## src/rtl/cordic_iter_sequencer.sv

```systemverilog
// Iterative sequencer for one external CORDIC rotation stage: seeds x=K, y=0, angle=0,
// feeds the stage results back for ITERATIONS cycles and presents cos/sin on valid/ready.
module cordic_iter_sequencer #(
  parameter int INTEGER_WIDTH        = 2,
  parameter int DECIMAL_WIDTH        = 20,
  parameter int DATA_WIDTH           = INTEGER_WIDTH + DECIMAL_WIDTH,
  parameter int CORDIC_COUNTER_WIDTH = 4,
  parameter int ITERATIONS           = 16,
  parameter int FLOAT_DATA_WIDTH     = 32
) (
  input  logic                            clk,
  input  logic                            reset,
  input  logic                            clk_en,
  input  logic                            in_valid,
  output logic                            in_ready,
  input  logic [DATA_WIDTH-1:0]           in_target,
  input  logic [FLOAT_DATA_WIDTH-1:0]     in_tag,
  output logic                            stage_clk_en,
  output logic [DATA_WIDTH-1:0]           stage_x,
  output logic [DATA_WIDTH-1:0]           stage_y,
  output logic [DATA_WIDTH-1:0]           stage_angle,
  output logic [DATA_WIDTH-1:0]           stage_target,
  output logic [CORDIC_COUNTER_WIDTH-1:0] stage_shift_value,
  output logic [DATA_WIDTH-1:0]           stage_shift_angle,
  input  logic [DATA_WIDTH-1:0]           stage_new_x,
  input  logic [DATA_WIDTH-1:0]           stage_new_y,
  input  logic [DATA_WIDTH-1:0]           stage_new_angle,
  output logic                            out_valid,
  input  logic                            out_ready,
  output logic [DATA_WIDTH-1:0]           out_cos,
  output logic [DATA_WIDTH-1:0]           out_sin,
  output logic [DATA_WIDTH-1:0]           out_residual,
  output logic [FLOAT_DATA_WIDTH-1:0]     out_tag
);

  localparam int CCW = CORDIC_COUNTER_WIDTH;
  localparam int DW  = DATA_WIDTH;
  // CORDIC gain 0.607253 scaled by 2^DECIMAL_WIDTH (636751 for Q2.20)
  localparam logic [DW-1:0] K_INIT = DW'(longint'(0.6072529350088813 * (2.0 ** DECIMAL_WIDTH) + 0.5));
  localparam logic [CCW-1:0] LAST_ITER = CCW'(ITERATIONS - 1);

  typedef enum logic [1:0] {S_IDLE, S_RUN, S_DONE} state_t;

  state_t                      state_q, state_d;
  logic [CCW-1:0]              iter_q, iter_d;
  logic [DW-1:0]               target_q, target_d;
  logic [FLOAT_DATA_WIDTH-1:0] tag_q, tag_d;
  logic [DW-1:0]               rom_angle;

  // round(atan(2^-i) * 2^20); entries beyond ITERATIONS-1 are never addressed
  always_comb begin
    rom_angle = '0;
    case (int'(iter_q))
      0:  rom_angle = DW'(823550);
      1:  rom_angle = DW'(486170);
      2:  rom_angle = DW'(256880);
      3:  rom_angle = DW'(130396);
      4:  rom_angle = DW'(65451);
      5:  rom_angle = DW'(32757);
      6:  rom_angle = DW'(16383);
      7:  rom_angle = DW'(8192);
      8:  rom_angle = DW'(4096);
      9:  rom_angle = DW'(2048);
      10: rom_angle = DW'(1024);
      11: rom_angle = DW'(512);
      12: rom_angle = DW'(256);
      13: rom_angle = DW'(128);
      14: rom_angle = DW'(64);
      15: rom_angle = DW'(32);
      default: rom_angle = '0;
    endcase
  end

  always_comb begin
    state_d           = state_q;
    iter_d            = iter_q;
    target_d          = target_q;
    tag_d             = tag_q;
    in_ready          = 1'b0;
    out_valid         = 1'b0;
    stage_clk_en      = 1'b0;
    stage_x           = '0;
    stage_y           = '0;
    stage_angle       = '0;
    stage_shift_angle = '0;
    out_cos           = '0;
    out_sin           = '0;
    out_residual      = '0;
    out_tag           = '0;
    case (state_q)
      S_IDLE: begin
        in_ready = 1'b1;
        if (clk_en && in_valid) begin
          target_d = in_target;
          tag_d    = in_tag;
          iter_d   = '0;
          state_d  = S_RUN;
        end
      end
      S_RUN: begin
        stage_clk_en      = clk_en;
        stage_shift_angle = rom_angle;
        if (iter_q == '0) begin
          stage_x = K_INIT;
        end else begin
          stage_x     = stage_new_x;
          stage_y     = stage_new_y;
          stage_angle = stage_new_angle;
        end
        if (clk_en) begin
          if (iter_q == LAST_ITER) state_d = S_DONE;
          else                     iter_d  = iter_q + 1'b1;
        end
      end
      S_DONE: begin
        // stage is not clocked here, so its registered results hold under backpressure
        out_valid    = 1'b1;
        out_cos      = stage_new_x;
        out_sin      = stage_new_y;
        out_residual = stage_new_angle - target_q;
        out_tag      = tag_q;
        if (clk_en && out_ready) state_d = S_IDLE;
      end
      default: state_d = S_IDLE;
    endcase
  end

  assign stage_target      = target_q;
  assign stage_shift_value = iter_q;

  always_ff @(posedge clk) begin
    if (reset) begin
      state_q  <= S_IDLE;
      iter_q   <= '0;
      target_q <= '0;
      tag_q    <= '0;
    end else begin
      state_q  <= state_d;
      iter_q   <= iter_d;
      target_q <= target_d;
      tag_q    <= tag_d;
    end
  end

endmodule

```

## config.mk

```make
export PLATFORM = sky130hd
export DESIGN_NAME = cordic_iter_sequencer
export DESIGN_NICKNAME = d
export VERILOG_FILES = /design/src/rtl/cordic_iter_sequencer.sv
export SDC_FILE = /design/constraint.sdc
export NUM_CORES = 1
export LEC_CHECK = 0
export CAP_MARGIN = 20
export CORE_MARGIN = 2
export CORE_UTILIZATION = 34
export CTS_CLUSTER_DIAMETER = 60
export DETAILED_ROUTE_END_ITERATION = 8
export GPL_TIMING_DRIVEN = 0
export PLACE_DENSITY = 0.89
export SLEW_MARGIN = 20
export SYNTH_ARGS = -nofsm -noshare
export SYNTH_HDL_FRONTEND = slang
export SYNTH_SLANG_ARGS = --single-unit
```

## constraint.sdc

```tcl
create_clock -name clk -period 2.9 [get_ports clk]
set_clock_uncertainty 0.1 [all_clocks]
set_input_delay 0.58 -clock clk [delete_from_list [all_inputs] [get_ports clk]]
set_output_delay 0.58 -clock clk [all_outputs]
set_load 0.01 [all_outputs]
```

==> impl_metrics.tcl <==
set metrics [dict create \
    violations "setup timing" \
    syn_area_mm2 0.00545 \
    fin_ws_ns -0.417 \
    min_path_cells 2 \
    reg2reg_to "rom_angle[7]$_DFF_P_" \
    highest_layer "met4" \
    pre_cts_slack_ns -1.35 \
    grt_pass1_vias 6529 \
    fmax_mhz 302 \
    ant_nets 0 \
    setup_violations 16 \
    finalMaxSlewViolations 0 \
    r2r_setup_slack_ns 0.19 \
    wire_per_inst_um 18.0 \
    hp-class "reg -> reg" \
    start_util 0.346 \
    via_count 6928 \
    crit_slowest_cell "a2111oi_4" \
    numCtsBuffers 9 \
    wl_met3_um 2170 \
    vdd_drop_max_mv 0.418 \
    endpoint_kind "output pin" \
    wl_um 24700 \
    critPathArrivalTime_ns 2.64 \
    r2r_start "stage_shift_value[0]$_SDFFE_PP0N_" \
    dp.cells 1313 \
    multiInputGateArea_mm2 0.00415 \
    dieArea_mm2 0.0171 \
    tns_ns -3.16 \
    htree_levels 3 \
    layoutNonFillerInstCount 1374 \
    antenna_found_initial 1 \
    synth.ff_latch_count 80 \
    grt_max_degree 15 \
    tightest_slew_ns 0.813 \
    timing.final.crit_share 1.14 \
    m1WireLength_um 9690 \
    clock-sinks 80 \
    power_switching_uw 982 \
    rsz0062_at_grt "yes" \
    seq_power_share 0.358 \
    synth_cell_types 61 \
    pwr-share-clk 0.350 \
    path_clk_slew_ns 0.07 \
    seq_area_mm2 0.00162 \
    p_int_mw 2.28 \
    drt_iter0_drc 437 \
    num_io_pins 340 \
    synth_edf_count 0 \
    track_usage 0.269 \
    holdPathEnd "tag_q[31]$_SDFFE_PP0P_" \
    cts_tree "yes" \
    ys_warn_count 0 \
    syn_avg_cell_area_um2 7.17 \
    crit_chain "inv_2 -> ha_4 -> nor2b_4 -> o2111ai_4 -> a2111oi_4 -> buf_4 -> o2111a_2 -> o21ai_2 -> mux2i_1 -> buf_2" \
    drtPass1Iterations 5 \
    status "finished, violations left" \
    overflow 0 \
    met2WireLength_um 12200 \
    maxSlewHeadroom 0.458 \
    critical-path-max-stage-delay_ns 0.40 \
    fin_hold_ws_ns 0.350 \
    synthArstFlopShare 0 \
    crit_buf_inv 3 \
    die_x_um 131 \
    cap_viol_max_count 0 \
    critPathKind "reg -> out" \
    switching_share 0.301 \
    grt_first_pass_wirelength_um 35200 \
    nets 1306 \
    portBuffers 336 \
    yosysSeqAreaShare 0.294 \
    cp-startpoint "stage_target[1]$_SDFFE_PP0P_" \
    drc 0 \
    syn-instance-count 760 \
    start_kind "register" \
    ys.flop_type "dfxtp_1" \
    min_from "tag_q[31]$_SDFFE_PP0P_" \
    place_hpwl_um 17800 \
    cp_max_fo 3 \
    coreArea_mm2 0.0158 \
    power_leakage_nw 4.71 \
    area_growth_pct 89.9 \
    power_frac_comb 0.292 \
    num_rows 46 \
    critical_path.top_delay_family "compound AO/OA/AOI/OAI gates" \
    layout-drive-gt1-share 0.180 \
    worstPathRequired_ns 2.22 \
    hold_buffers 0 \
    reg2regPathDepth 9 \
    die_y_um 131 \
    root_buffer "clkbuf_16" \
    place_congestion 0.906 \
    finalHoldViolCount 0 \
    clockBufferDepth 2 \
    p_per_area_mw_per_mm2 315 \
    routed_via_density 5.04 \
    insertion_delay_ns 0.34 \
    fin_crit_ns 3.32 \
    fillCellCount 1288 \
]
[cells by family (layout without fill, tap and decap cells)]
group / Yosys count / in the layout / share of synthesized area
buffers and inverters: 83 / 478 / 0.0592
multiplexers: 5 / 5 / 0.00941
flip-flops: 80 / 80 / 0.294
adder cells (fa/ha/maj): 30 / 30 / 0.0702
AND/OR/NAND/NOR: 402 / 402 / 0.379
AO/OA/AOI/OAI: 153 / 153 / 0.178
other: 1 / 4 / 0.000688
XOR/XNOR: 6 / 6 / 0.00964
[cells in the mapped netlist (2+ instances only)]
cell type    n  area, um2
and2_1     152        951
nand2_1    125        469
a21oi_1     80        400
dfxtp_1     80       1600
nor2_1      52        195
clkbuf_1    39        146
inv_1       33        124
ha_1        29        363
nor3_1      17       85.1
o21ai_0     15       75.1
nor2b_1     12       75.1
a21o_1      10       75.1
nand2b_1     8       50.1
nand3_1      7       35.0
nor3b_1      7       52.6
a211oi_1     6       45.0
a211o_1      5       43.8
buf_1        5       18.8
xnor2_1      5       43.8
and3_1       4       25.0
mux2i_1      4       40.0
nand3b_1     4       30.0
o21a_1       4       30.0
or3_1        4       25.0
buf_2        3       15.0
o2111ai_1    3       26.3
o21bai_1     3       22.5
a311oi_1     2       17.5
a31oi_1      2       12.5
buf_4        2       15.0
nor4_1       2       12.5
o211a_1      2       20.0
o22ai_1      2       12.5
o311a_1      2       20.0
o31a_1       2       17.5
o31ai_1      2       15.0
or2_2        2       12.5
[power by group through the flow]
stage	sequential [mW]	clock [mW]	combinational, mW
after floorplan	1.19	0	0.358
after global placement	1.19	0	0.722
after detailed placement	1.19	0	0.734
after CTS	1.17	1.16	0.882
after global routing	1.17	1.20	1.02
final	1.17	1.14	0.955
[per-stage QoR]
| stage | cell area, um2 | power (mW) | utilization |
|---|---|---|---|
| floorplan | 5510 | 1.55 | - |
| global placement | 9150 | 1.91 | 0.580 |
| detailed placement | 9150 | 1.93 | 0.580 |
| CTS | 10100 | 3.21 | 0.640 |
| global route | 10400 | 3.39 | 0.657 |
| finish | 10400 | 3.27 | 0.657 |
[registers in the layout, indices dropped and copies added (netlist names)]
signal,count
state_q,2
stage_target,22
stage_shift_value,4
tag_q,32
rom_angle,20
[timing repair]
action                     CTS  global route
hold endpoints to repair     0             0
setup endpoints to repair  175           117
pin swaps                   45            32
setup buffers               36            13
resized for setup          287            89
[cell type report]
class,instances,area share
Inverter,34,0.0126
Timing Repair Buffer,383,0.351
Antenna cell,2,0.000483
Clock inverter,4,0.00326
Buffer,45,0.0249
Sequential cell,80,0.157
Clock buffer,12,0.0248
Tap cell,216,0.0261
Multi-Input combinational cell,598,0.400
[worst reg2reg max path: cells and delay by family (launching register included)]
family | cells | cell delay [ns]
AND/OR/NAND/NOR | 3 | 0.74
AO/OA/AOI/OAI | 2 | 0.55
adder cells (fa/ha/maj) | 2 | 0.45
flip-flops | 1 | 0.36
multiplexers | 1 | 0.28
buffers and inverters | 1 | 0.18
[routing by layer]
layer | track usage | vias to the layer above
met1 | 0.319 | 3247
li1 | - | 3296
met2 | 0.453 | 333
met5 | 0 | -
met4 | 0.0945 | 0
met3 | 0.0928 | 52
[layout by cell type, fill, tap and decap left out, types with 8 or more instances in the layout]
| cell type | n |
|---|---|
| dfxtp_2 | 8 |
| and2_1 | 150 |
| buf_6 | 8 |
| ha_1 | 10 |
| clkbuf_16 | 9 |
| nor3_1 | 9 |
| o21ai_0 | 8 |
| clkbuf_1 | 19 |
| nor3_2 | 8 |
| clkbuf_4 | 8 |
| dlygate4sd2_1 | 57 |
| ha_4 | 19 |
| a21o_1 | 10 |
| nor2_1 | 51 |
| inv_1 | 30 |
| clkbuf_2 | 9 |
| buf_4 | 49 |
| nand2_1 | 122 |
| a21oi_1 | 70 |
| clkdlybuf4s50_1 | 221 |
| buf_2 | 17 |
| dfxtp_1 | 69 |
| dlymetal6s2s_1 | 26 |
[worst max path at each step]
stage               cells past startpoint                to  slack, ns
floorplan                               7  out_residual[15]     -0.008
finish                                 10  out_residual[21]      -0.42
detailed placement                     10  out_residual[21]      -1.35
global route                           10  out_residual[21]      -0.48
global placement                       10  out_residual[21]      -1.37
CTS                                    10  out_residual[15]      -0.31
Note: power is estimated with default switching activity, not from simulation.
